$ cat src/rtl/ps2_cmd_pkg.sv
// Shared scan codes, colours and types for the PS/2 frame command scheduler.
// Set-2 make codes for the arrow cluster; keypad 8/2/4/6 share them once E0 is ignored.
package ps2_cmd_pkg;

    localparam logic [7:0] KC_EXT   = 8'hE0;
    localparam logic [7:0] KC_BRK   = 8'hF0;
    localparam logic [7:0] KC_UP    = 8'h75;
    localparam logic [7:0] KC_DOWN  = 8'h72;
    localparam logic [7:0] KC_LEFT  = 8'h6B;
    localparam logic [7:0] KC_RIGHT = 8'h74;
    localparam logic [7:0] KC_SPACE = 8'h29;

    localparam logic [11:0] BG_RESET = 12'hC30;
    localparam logic [11:0] BG_UP    = 12'hF00;
    localparam logic [11:0] BG_DOWN  = 12'h0F0;
    localparam logic [11:0] BG_LEFT  = 12'h00F;
    localparam logic [11:0] BG_RIGHT = 12'hFFF;

    typedef enum logic [1:0] {
        IDLE,
        EXT,
        BRK,
        EXT_BRK
    } ps2_state_t;

    typedef struct packed {
        logic down;
        logic right;
        logic left;
        logic up;
    } dir_t;

    function automatic dir_t key_dir(input logic [7:0] kc);
        dir_t d;
        d = '0;
        case (kc)
            KC_UP:    d.up    = 1'b1;
            KC_DOWN:  d.down  = 1'b1;
            KC_LEFT:  d.left  = 1'b1;
            KC_RIGHT: d.right = 1'b1;
            default:  d = '0;
        endcase
        return d;
    endfunction

    function automatic logic is_prefix(input logic [7:0] kc);
        return (kc == KC_EXT) || (kc == KC_BRK);
    endfunction

endpackage

$ cat src/rtl/ps2_seq_parser.sv
// PS/2 set-2 prefix parser: turns the byte stream into make/break strobes,
// with a prefix timeout and a saturating count of discarded sequences.
//
// state   | meaning
// IDLE    | no prefix pending; a plain byte is a make
// EXT     | E0 seen; expecting F0 or an extended make
// BRK     | F0 seen; expecting the code being released
// EXT_BRK | E0 F0 seen; expecting the extended code being released
module ps2_seq_parser
    import ps2_cmd_pkg::*;
#(
    parameter int unsigned TIMEOUT_CYCLES = 250000
) (
    input  logic       pixel_clk,
    input  logic       CPU_RESETN,
    input  logic [7:0] keycode,
    input  logic       key_valid,
    output logic       make_stb,
    output logic       brk_stb,
    output logic [7:0] code,
    output logic [7:0] drop_count
);

    localparam int TW = (TIMEOUT_CYCLES > 2) ? $clog2(TIMEOUT_CYCLES) : 1;
    localparam logic [TW-1:0] TC_LAST = TW'(TIMEOUT_CYCLES - 1);

    ps2_state_t      state, state_nx;
    logic [TW-1:0]   timer, timer_nx;
    logic            kv_q;
    logic            byte_stb;
    logic            drop;

    assign byte_stb = key_valid & ~kv_q;
    assign code     = keycode;

    always_ff @(posedge pixel_clk or negedge CPU_RESETN) begin
        if (!CPU_RESETN) begin
            state      <= IDLE;
            timer      <= '0;
            kv_q       <= 1'b0;
            drop_count <= 8'd0;
        end else begin
            state <= state_nx;
            timer <= timer_nx;
            kv_q  <= key_valid;
            if (drop && (drop_count != 8'hFF))
                drop_count <= drop_count + 8'd1;
        end
    end

    // A byte arriving on the timeout cycle wins over the timeout.
    always_comb begin
        state_nx = state;
        timer_nx = timer;
        make_stb = 1'b0;
        brk_stb  = 1'b0;
        drop     = 1'b0;
        if (byte_stb) begin
            timer_nx = '0;
            case (state)
                IDLE: begin
                    if (keycode == KC_EXT)      state_nx = EXT;
                    else if (keycode == KC_BRK) state_nx = BRK;
                    else                        make_stb = 1'b1;
                end
                EXT: begin
                    if (keycode == KC_BRK) begin
                        state_nx = EXT_BRK;
                    end else if (keycode == KC_EXT) begin
                        state_nx = IDLE;
                        drop     = 1'b1;
                    end else begin
                        state_nx = IDLE;
                        make_stb = 1'b1;
                    end
                end
                BRK, EXT_BRK: begin
                    state_nx = IDLE;
                    if (is_prefix(keycode)) drop    = 1'b1;
                    else                    brk_stb = 1'b1;
                end
                default: state_nx = IDLE;
            endcase
        end else if (state != IDLE) begin
            if (timer == TC_LAST) begin
                state_nx = IDLE;
                timer_nx = '0;
                drop     = 1'b1;
            end else begin
                timer_nx = timer + TW'(1);
            end
        end else begin
            timer_nx = '0;
        end
    end

endmodule

$ cat src/rtl/ps2_frame_cmd_scheduler.sv
// Tracks held arrow keys and the requested background colour, and republishes
// them once per frame at the falling edge of vertical sync.
module ps2_frame_cmd_scheduler
    import ps2_cmd_pkg::*;
#(
    parameter int unsigned TIMEOUT_CYCLES = 250000,
    parameter logic [11:0] DEFAULT_BG     = 12'hC30
) (
    input  logic        pixel_clk,
    input  logic        CPU_RESETN,
    input  logic [7:0]  keycode,
    input  logic        key_valid,
    input  logic        vs_in,
    output logic [3:0]  controls,
    output logic [11:0] background,
    output logic        frame_tick,
    output logic [7:0]  drop_count
);

    logic        make_stb;
    logic        brk_stb;
    logic [7:0]  code;
    dir_t        held, held_nx;
    logic [11:0] pending_bg, pending_bg_nx;
    logic        vs_q;
    logic        fb;

    ps2_seq_parser #(
        .TIMEOUT_CYCLES(TIMEOUT_CYCLES)
    ) u_parser (
        .pixel_clk (pixel_clk),
        .CPU_RESETN(CPU_RESETN),
        .keycode   (keycode),
        .key_valid (key_valid),
        .make_stb  (make_stb),
        .brk_stb   (brk_stb),
        .code      (code),
        .drop_count(drop_count)
    );

    assign fb = vs_q & ~vs_in;

    always_comb begin
        held_nx       = held;
        pending_bg_nx = pending_bg;
        if (make_stb) begin
            held_nx = dir_t'(held | key_dir(code));
            case (code)
                KC_UP:    pending_bg_nx = BG_UP;
                KC_DOWN:  pending_bg_nx = BG_DOWN;
                KC_LEFT:  pending_bg_nx = BG_LEFT;
                KC_RIGHT: pending_bg_nx = BG_RIGHT;
                KC_SPACE: pending_bg_nx = DEFAULT_BG;
                default:  pending_bg_nx = pending_bg;
            endcase
        end
        if (brk_stb)
            held_nx = dir_t'(held & ~key_dir(code));
    end

    // The frame latch samples the pre-byte held/pending values, so a byte landing
    // on the boundary cycle shows up one frame later.
    always_ff @(posedge pixel_clk or negedge CPU_RESETN) begin
        if (!CPU_RESETN) begin
            held       <= '0;
            pending_bg <= DEFAULT_BG;
            vs_q       <= 1'b1;
            controls   <= 4'd0;
            background <= DEFAULT_BG;
            frame_tick <= 1'b0;
        end else begin
            held       <= held_nx;
            pending_bg <= pending_bg_nx;
            vs_q       <= vs_in;
            frame_tick <= fb;
            if (fb) begin
                controls   <= held;
                background <= pending_bg;
            end
        end
    end

endmodule

$ cat config.mk
export PLATFORM = sky130hd
export DESIGN_NAME = ps2_frame_cmd_scheduler
export DESIGN_NICKNAME = d
export VERILOG_FILES = /design/src/rtl/ps2_cmd_pkg.sv /design/src/rtl/ps2_seq_parser.sv /design/src/rtl/ps2_frame_cmd_scheduler.sv
export SDC_FILE = /design/constraint.sdc
export NUM_CORES = 1
export LEC_CHECK = 0
export BUFFER_PORTS_ARGS = -buffer_cell sky130_fd_sc_hd__buf_2
export CORE_UTILIZATION = 40
export DETAILED_ROUTE_END_ITERATION = 10
export PLACE_DENSITY = 0.62
export REMOVE_ABC_BUFFERS = 1
export SLEW_MARGIN = 20
export SYNTH_ARGS = -nofsm -noshare
export SYNTH_HDL_FRONTEND = slang
export SYNTH_HIERARCHICAL = 1
export SYNTH_SLANG_ARGS = --single-unit
$ cat constraint.sdc
create_clock -name pixel_clk -period 1.8 [get_ports pixel_clk]
set_input_delay 0.09 -clock pixel_clk [delete_from_list [all_inputs] [get_ports pixel_clk]]
set_output_delay 0.09 -clock pixel_clk [all_outputs]
set_load 0.01 [all_outputs]
# [Yosys cells after proc, flatten, opt, wreduce, memory -nomap -nowiden]
# Cells that the tools add are included.
[totals] reg_bits=63 latchBits=0 ram_bits=0 rom_bits=0 input_bits=12 output_inout_bits=25 word_cells=87 n_memories=0
[op_classes] n_addsub=2 multipliers=0 n_div=0 order_cmp=0 n_eq_ne=13 shifts=0 mux=41 n_bitwise=7 n_reduce_logical=11
[op_table] op="case mux 12 bit (5 select lines)" count=1
[op_table] op="two-way mux 18 bit" count=3
[op_table] op="equality test 8 x 7 -> 1 bit, second input constant" count=4
[op_table] op="two-way mux 1 bit" count=26
[op_table] op="adder 18 x 1 -> 18 bit, second input constant" count=1
[op_table] op="equality test 18 bit, second input constant" count=1
[op_table] op="equality test 8 bit, second input constant" count=2
[op_table] op="two-way mux 2 bit" count=6
[op_table] op="adder 8 x 1 -> 8 bit, second input constant" count=1
[op_table] op="equality test 8 x 6 -> 1 bit, second input constant" count=1
[op_table] op="two-way mux 4 bit" count=2
[op_table] op="!= test 8 bit, second input constant" count=1
[op_table] op="nonzero test 2 bit" count=4
[op_table] op="case mux 2 bit (3 select lines)" count=1
[op_table] op="nonzero test 5 bit" count=1
[op_table] op="bitwise AND 4 bit" count=1
[op_table] op="equality test 2 bit, second input constant" count=2
[op_table] op="!= test 4 bit, second input constant" count=1
[op_table] op="inverter 4 bit" count=1
[op_table] op="bitwise OR 4 bit" count=1
[op_table] op="case mux 1 bit (2 select lines)" count=2
[op_table] op="AND reduction 3 bit" count=1
[op_table] op="bitwise AND 1 bit" count=2
[op_table] op="equality test 2 x 1 -> 1 bit, second input constant" count=1
[op_table] op="6 further kinds" count=7

# [Logic depth before layout (Yosys ltp)]
# Gate-level depths: netlist of run 1.
[depth] ltp_word=9 depth_mapped=8 mapped_depth_nobuf=6

# [Cells and area by module]
# Netlist of run 1, hierarchy kept.
[modules_own_cells] mod="ps2_seq_parser" instances=1 cells_each=150 area_each_um2=1519.0 seq_area_each_um2=725.7
[modules_own_cells] mod="ps2_frame_cmd_scheduler" instances=1 cells_each=90 area_each_um2=999.7 seq_area_each_um2=506.7

# [Worst setup path after synthesis of run 1]
# Ideal clock, no wire load.
[synth_path] path_kind="register to register" start="register u_parser.timer[0]" end="register u_parser.drop_count[1]" setup_time_ps=128 t_arrival_ps=1821 required_time_ps=1672 path_slack_ps=-148 stages_incl_launch_ff=7 n_path_buf=0 period_less_slack_ps=1948 cell_sequence="dfrtp_1 ha_1 and3_2 nand3_1 o41a_4 nor2_2 mux2_1"
[synth_via] elab_chain_cells=5
[synth_rtl] element="start: declaration" line_no="ps2_seq_parser.sv:28" text="logic [TW-1:0] timer, timer_nx;"
[synth_rtl] element="start signal: assignment" line_no="ps2_seq_parser.sv:44" text="timer <= timer_nx;"
[synth_rtl] element="equality test 18 bit" line_no="ps2_seq_parser.sv:85" text="if (timer == TC_LAST) begin"
[synth_rtl] element="two-way mux 1 bit" line_no="ps2_seq_parser.sv:85"
[synth_rtl] element="two-way mux 1 bit" line_no="ps2_seq_parser.sv:84" text="end else if (state != IDLE) begin"
[synth_rtl] element="two-way mux 1 bit" line_no="ps2_seq_parser.sv:58" text="if (byte_stb) begin"
[synth_rtl] element="logical AND 1 bit" line_no="ps2_seq_parser.sv:46" text="if (drop && (drop_count != 8'hFF))"
[synth_rtl] element="end signal: assignment" line_no="ps2_seq_parser.sv:47" text="drop_count <= drop_count + 8'd1;"
[synth_rtl] element="end: declaration" line_no="ps2_seq_parser.sv:21" text="output logic [7:0] drop_count"
# Every way passes these cells.
# A chain may end at the register's enable or synchronous reset.

# [Worst setup path after layout of run 1]
[layout_path] start="register u_parser.timer[9]" end="register u_parser.drop_count[4]"
# Same word-level chain as after synthesis.

==> impl_metrics.tcl, run 1 <==
set metrics [dict create \
    status "finished, violations left" \
    failed_checks "negative setup slack" \
    drtIter0Drc 109 \
    ant_nets 0 \
    die_height_microns 81.4 \
    min_period_ns 1.89 \
    final-seq-area_sq_um 1230 \
    syn_area_sq_um 2520 \
    crit_path_end_kind "flip-flop" \
    path_clk_slew_ns 0.09 \
    synth_top_cells_by_count "dfrtp_1 (44), nor2_1 (26), xor2_1 (16), buf_4 (15)" \
    synth_seq_cells 49 \
    skew_ns 0.00619 \
    clockBufferDepth 2 \
    cts_tree "yes" \
    rsz0062_at_grt "yes" \
    worst_pin_slew_ns 0.521 \
    synth_most_common_cell "dfrtp_1" \
    pwr_density_cell_nw_per_um2 744 \
    ys_seq_area_share_pct 48.9 \
    power.total_uw 2330 \
    synth_edf_count 0 \
    dr.pass1.iters 4 \
    grt_usage_pct 15.8 \
    syn_inst 240 \
    drt-total-wl_microns 4770 \
    hold_ws_ns 0.143 \
    crit_type "reg2reg" \
    netlist.area_leader.share_pct 43.7 \
    synth_area_leaders "dfrtp_1 (44%), xor2_1 (5.6%), dfstp_2 (5.2%)" \
    fin_crit_sh_pct 105 \
    routed_via_density 4.96 \
    hold_viol 0 \
    die-area_sq_um 6620 \
    syn_avg_cell_area_sq_um 10.5 \
    max_cap_viol_count 0 \
    synth_flop_cell "dfrtp_1" \
    wl_per_cell_microns 12.8 \
    critical_path_arrival_ns 2.11 \
    num-fill-cells 573 \
    nets 312 \
    startpoint_type "flip-flop" \
    antenna_found_initial 0 \
    antenna_cells 0 \
    synthToLayoutAreaGrowth_pct 24.1 \
    worst_path_max_delay_cell "o41a_4" \
    via_count 1854 \
    slew_violations 0 \
    multi_input_area_sq_um 1150 \
    cts.sinks 49 \
    grt_pass1_vias 1719 \
    yosysWarnings 6 \
    core_sq_um 5990 \
    clock_latency_ns 0.30 \
    synthDistinctLibCells 46 \
    worst_ep_required_time_ns 2.02 \
    layout-drive-gt1-share_pct 37.1 \
    path_cells "nor4_2, nand3_2, o41a_4, buf_6, nor3b_2, xor2_1" \
    crit_fanout 5 \
    grt_max_degree 31 \
    clockRootBuffer "clkbuf_8" \
    htreeDepth 2 \
    place_hpwl_microns 3470 \
    port_buffers 36 \
    synth_top_cell_by_area "dfrtp_1" \
    gp_congestion 0.780 \
    hold_path_class "in2reg" \
    max-slew-margin-rel_pct 65.3 \
    max_freq_mhz 530 \
    async_flop_share_pct 100 \
    rows 28 \
    drc_errors 0 \
    die_x_microns 81.4 \
    globalRouteOverflowTotal 0 \
    grt_pass1_wl_microns 7890 \
    initial_utilization_pct 42.0 \
    setup_viol 7 \
    peakVddDrop_uv 542 \
    ios 37 \
    p_leak_uw 0.00148 \
    setup_slack_ns -0.0869 \
    numCtsBuffers 5 \
    critPathMaxStageDelay_ns 0.46 \
]
==> sequential cells by signal (all words and copies together) (netlist names), named ones only <==
register and flops:
u_parser/timer 18, u_parser/drop_count 8, background 5, pending_bg 5, controls 4, u_parser/state 2, frame_tick 1, u_parser/kv_q 1
vs_q 1
==> per-layer routing <==
metal  GRT usage, %  part of all wire [%]  wire length, microns  vias up
met5              0                     0                     0        -
met4           4.82                  0.63                    30        0
met3           4.38                   3.7                   176        2
met2           23.8                    44                  2110       30
met1           21.9                    51                  2460      887
li1               -                     -                     -      935
==> critical path, delay by kind of cell, from the launching register on <==
kind	cells	cell delay [ns]
simple gates	3	0.61
compound gates	1	0.46
flops	1	0.41
xor+xnor	1	0.18
buf+inv	1	0.15
==> path summary, 6_finish.rpt <==
check                                             from                      to  slack [ns]  cells after the start
worst max-delay path                 u_parser/timer[9]  u_parser/drop_count[4]       -0.09                      6
worst min-delay path                        keycode[4]       u_parser/state[1]        0.14                      2
worst max register to register       u_parser/timer[9]  u_parser/drop_count[4]       -0.09                      6
worst min register to register  u_parser/drop_count[7]  u_parser/drop_count[7]        0.51                      1
max in group asynchronous                   CPU_RESETN          background[10]        0.95                      3
min in group asynchronous                   CPU_RESETN       u_parser/timer[5]        0.26                      2
==> kinds of logic after synthesis <==
kind of cell / Yosys count / synth area share (%)
xor+xnor: 23 / 8.00
compound gates: 32 / 9.14
mux: 12 / 5.37
flops: 49 / 48.9
buf+inv: 29 / 6.71
simple gates: 93 / 20.9
fa+ha+maj: 2 / 0.993
==> placed cells by master, fill, tap and decap left out, types with 2 or more instances in the layout <==
master | netlist | layout
a2111o_1 | 2 | 2
a21oi_1 | 11 | 11
a2bb2oi_1 | 2 | 2
a32o_1 | 2 | 2
and3_1 | 5 | 5
buf_12 | 0 | 2
buf_2 | 3 | 36
buf_4 | 15 | 30
bufinv_16 | 0 | 2
clkbuf_8 | 0 | 5
dfrtp_1 | 44 | 44
dfstp_2 | 5 | 5
dlygate4sd3_1 | 0 | 3
inv_1 | 8 | 8
mux2_2 | 11 | 11
nand2_1 | 9 | 9
nand2b_1 | 9 | 9
nand3_1 | 10 | 9
nand4_1 | 5 | 5
nor2_1 | 26 | 26
nor3_1 | 4 | 3
nor3_2 | 5 | 6
nor3b_2 | 2 | 2
nor4_1 | 4 | 3
o21ai_0 | 7 | 7
or3_1 | 3 | 3
xnor2_1 | 7 | 7
xor2_1 | 16 | 16
==> what timing repair did <==
action,CTS,global route
endpoints found under the hold margin,19,0
setup buffers,1,1
gates resized for setup,3,4
hold buffers,3,0
pin swaps,6,7
setup endpoints to repair,7,16
==> final cells by class <==
class | count | area share (%)
multi-input combinational | 162 | 36.7
clock inverter | 3 | 2.20
tap | 75 | 3.00
inverter | 8 | 0.960
timing repair buffer | 72 | 15.6
clock buffer | 5 | 2.20
sequential | 49 | 39.4
==> power by group <==
| part | switching, uW | internal [uW] |
|---|---|---|
| Combinational | 119 | 107 |
| Clock | 362 | 559 |
| Sequential | 25.0 | 1150 |
| Total | 506 | 1820 |
==> per-stage QoR <==
step | instance area, sq um | TNS (ns) | utilization (%) | worst slack [ns] | cells
floorplan | 2380 | -0.262 | - | -0.148 | 219
global placement | 2910 | -0.160 | 48.6 | -0.0346 | 361
detailed placement | 2910 | -0.648 | 48.6 | -0.119 | 361
CTS | 3100 | -0.345 | 51.8 | -0.0594 | 373
global route | 3130 | -0.941 | 52.2 | -0.164 | 374
finish | 3130 | -0.401 | 52.2 | -0.0869 | 374
(Power assumes the default switching activity.)
==> run 2: changes to the inputs <==
--- a/config.mk
+++ b/config.mk
@@ -5,10 +5,11 @@
 export SDC_FILE = /design/constraint.sdc
 export NUM_CORES = 1
 export LEC_CHECK = 0
+export ABC_AREA = 1
 export BUFFER_PORTS_ARGS = -buffer_cell sky130_fd_sc_hd__buf_2
 export CORE_UTILIZATION = 40
 export DETAILED_ROUTE_END_ITERATION = 10
-export PLACE_DENSITY = 0.62
+export PLACE_DENSITY = 0.61
 export REMOVE_ABC_BUFFERS = 1
 export SLEW_MARGIN = 20
 export SYNTH_ARGS = -nofsm -noshare
==> constraint.sdc (replaced) <==
create_clock -name pixel_clk -period 1.7 [get_ports pixel_clk]
set_input_delay 0.085 -clock pixel_clk [delete_from_list [all_inputs] [get_ports pixel_clk]]
set_output_delay 0.085 -clock pixel_clk [all_outputs]
set_load 0.01 [all_outputs]
==> run 2 against run 1 <==
  * The run now ends clean
  * Sequential share of layout area decreased by 1.6 points
  * Flip-flop and latch count unchanged
  * Worst hold slack improved by 0.086 ns
  * Register-to-register slack improved by 0.26 ns
  * Non-clock buffer count decreased by 27
  * Combinational power increased by 24%
==> impl_metrics.tcl, run 2 <==
set metrics [dict create \
    netlist.area_leader.share_pct 38.1 \
    globalRouteOverflowTotal 0 \
    antenna_cells 0 \
    critical_path_arrival_ns 1.72 \
    initial_utilization_pct 42.0 \
    crit-reg2reg-launch "u_parser/timer[1]" \
    layout-drive-gt1-share_pct 24.6 \
    reg2regPathDepth 8 \
    synth_top_cells_by_count "nand2_1 (100), inv_1 (47), dfrtp_1 (44), nor2_1 (43), nand3_1 (25)" \
    hold_path_class "in2reg" \
    crit_start "u_parser/timer[1]" \
    ff2ff_setup_slack_ns 0.18 \
    fin_tns_setup_ns 0 \
    synthXorXnorAreaFrac_pct 3.03 \
    synth-compound-area-share_pct 4.51 \
    synth_top_family_by_area "simple AND/OR/NAND/NOR gates" \
    clock_latency_ns 0.30 \
    numCtsBuffers 5 \
    die_x_microns 87.0 \
    max-slew-margin-rel_pct 72.8 \
    wl_per_cell_microns 10.8 \
    reg_top3 "u_parser/timer: 18 flops, u_parser/drop_count: 8 flops" \
    pwr_density_cell_nw_per_um2 733 \
    largest_register_ffs 18 \
    min_period_ns 1.52 \
    crit_buf_inv 0 \
    ys_seq_area_share_pct 42.7 \
    grt.met2_usage_pct 23.4 \
    p_leak_uw 0.00166 \
    num-fill-cells 683 \
    grt_max_degree 50 \
    drtIter0Drc 124 \
    synthToLayoutAreaGrowth_pct 13.0 \
    mostFrequentLayoutCells "nand2_1 (100), inv_1 (47), dfrtp_1 (44)" \
    startpoint_type "flip-flop" \
    synthDistinctLibCells 37 \
    setup_viol 0 \
    syn_inst 373 \
    nets 420 \
    synth_seq_cells 49 \
    drt-total-wl_microns 5460 \
    gr-usage-met1_pct 22.2 \
    skew_ns 0.00832 \
    synth_most_common_cell "nand2_1" \
    hold_viol 0 \
    cts.sinks 49 \
    clockBufferDepth 2 \
    grt_pass1_wl_microns 9300 \
    yosys.area_share.simple_pct 37.0 \
    syn_area_sq_um 2890 \
    worst_pin_slew_ns 0.405 \
    synth_area_leaders "dfrtp_1 (38%), nand2_1 (13%), inv_1 (6.1%)" \
    worstReg2RegEnd "u_parser/timer[14]" \
    ant_nets 0 \
    clockRootBuffer "clkbuf_8" \
    cp_top_family "simple AND/OR/NAND/NOR gates" \
    antenna_found_initial 0 \
    dpl_cell_area_sq_um 3080 \
    status "completed" \
    ios 37 \
    hold_depth 6 \
    synth_top_cell_by_area "dfrtp_1" \
    power.total_uw 2390 \
    async_flop_share_pct 100 \
    cts_tree "yes" \
    max_cap_viol_count 0 \
    syn_avg_cell_area_sq_um 7.74 \
    rows 30 \
    multi_input_area_sq_um 1320 \
    die-area_sq_um 7560 \
    busiest_layer "met2" \
    yosys.area_share.adder_pct 0.867 \
    max_freq_mhz 657 \
    dr.pass1.iters 5 \
    synth_mux_area_share_pct 0 \
    slew_violations 0 \
    worst_ep_required_time_ns 1.90 \
    die_height_microns 87.0 \
    drc_errors 0 \
    fin_area_sq_um 3260 \
    post-route-util_pct 47.5 \
    crit_path_end_kind "flip-flop" \
    routed_via_density 4.56 \
    fin_crit_sh_pct 89.6 \
    regMostFlops "u_parser/timer" \
    rsz0062_at_grt "no" \
    min_from "keycode[7]" \
    synth_flop_cell "dfrtp_1" \
    path_clk_slew_ns 0.09 \
    final-seq-area_sq_um 1230 \
    synth_edf_count 0 \
    path_cells "ha_2, nand3_2, nor2_4, nand4_4, nor2_2, nand3_1, nand2_1, nor2_1" \
    peakVddDrop_uv 454 \
    grt_usage_pct 15.4 \
    yosysWarnings 6 \
    core_sq_um 6870 \
    met3_usage_pct 2.75 \
    worst_path_max_delay_cell "dfrtp_1" \
    port_buffers 36 \
    via_count 2295 \
    gp_congestion 0.882 \
    hold_ws_ns 0.229 \
    place_hpwl_microns 3980 \
    htreeDepth 2 \
    grt_pass1_vias 2071 \
    crit_type "reg2reg" \
    final_common_cell "nand2_1" \
    critPathMaxStageDelay_ns 0.38 \
    crit_fanout 6 \
]
==> run 2: changes by cell type after synthesis, moves of 6 or more <==
cell      previous run  this run
nand2_1              9       100
inv_1                8        47
nor2_1              26        43
nand3_1             10        25
mux2_2              11         0
nand2_2              0        11
nand2b_1             9         0
xor2_1              16         8
a21oi_1             11         4
inv_2                0         6
nor2_2               1         7
nor2_4               0         6
==> run 2: timing repair <==
| action | 4_1_cts | 5_1_grt |
|---|---|---|
| gates resized for setup | 0 | 3 |
| hold endpoints to repair | 47 | 0 |
| endpoints found under the setup margin | 0 | 15 |
| buffers inserted | 0 | 3 |
| hold buffers | 3 | 0 |
==> run 2: tightest hold or removal path: cells and delay by family <==
kind | cells | cell delay [ns]
compound gates | 1 | 0.05
buf+inv | 2 | 0.13
simple gates | 3 | 0.22
==> run 2: worst max path at each step <==
stage | endpoint | slack, ns | cells after the start
2_1_floorplan | pending_bg[3] | 0.02 | 7
3_3_place_gp | u_parser/drop_count[6] | 0.18 | 8
3_5_place_dp | u_parser/drop_count[1] | 0.15 | 8
4_1_cts | u_parser/timer[6] | 0.11 | 7
5_1_grt | u_parser/timer[14] | 0.03 | 8
6_report | u_parser/timer[14] | 0.18 | 8
==> run 2: power by group <==
part | leakage (uW) | switching (uW) | internal, uW
clock | 0.0000585 | 404 | 441
combinational | 0.000975 | 177 | 105
sequential | 0.000629 | 34.1 | 1230
total | 0.00166 | 615 | 1780
==> run 2: through the flow <==
step,cells,setup WS (ns)
after floorplan,354,0.0159
after global placement,489,0.180
after detailed placement,489,0.150
after CTS,500,0.107
after global routing,503,0.0252
final,503,0.177
==> run 2: area by class of cell <==
| cell class | count | area share, % |
|---|---|---|
| Inverter | 54 | 6.29 |
| Timing Repair Buffer | 45 | 8.21 |
| Clock inverter | 3 | 1.34 |
| Sequential cell | 49 | 37.8 |
| Multi-Input combinational cell | 251 | 40.6 |
| Clock buffer | 5 | 2.11 |
| Tap cell | 96 | 3.68 |
==> run 2: cells by family (layout without fill, tap and decap cells) <==
family,after synthesis,after routing
buffers and inverters,73,107
XOR/XNOR,10,10
adder cells (fa/ha/maj),2,2
flip-flops,49,49
AO/OA/AOI/OAI,20,20
AND/OR/NAND/NOR,219,219
==> run 2: metal layers <==
| layer | wire, microns | part of all wire (%) | vias to the layer above |
|---|---|---|---|
| met2 | 2430 | 44 | 45 |
| met1 | 2750 | 50 | 1032 |
| li1 | - | - | 1210 |
| met3 | 192 | 3.5 | 8 |
| met5 | 0 | 0 | - |
| met4 | 87 | 1.6 | 0 |
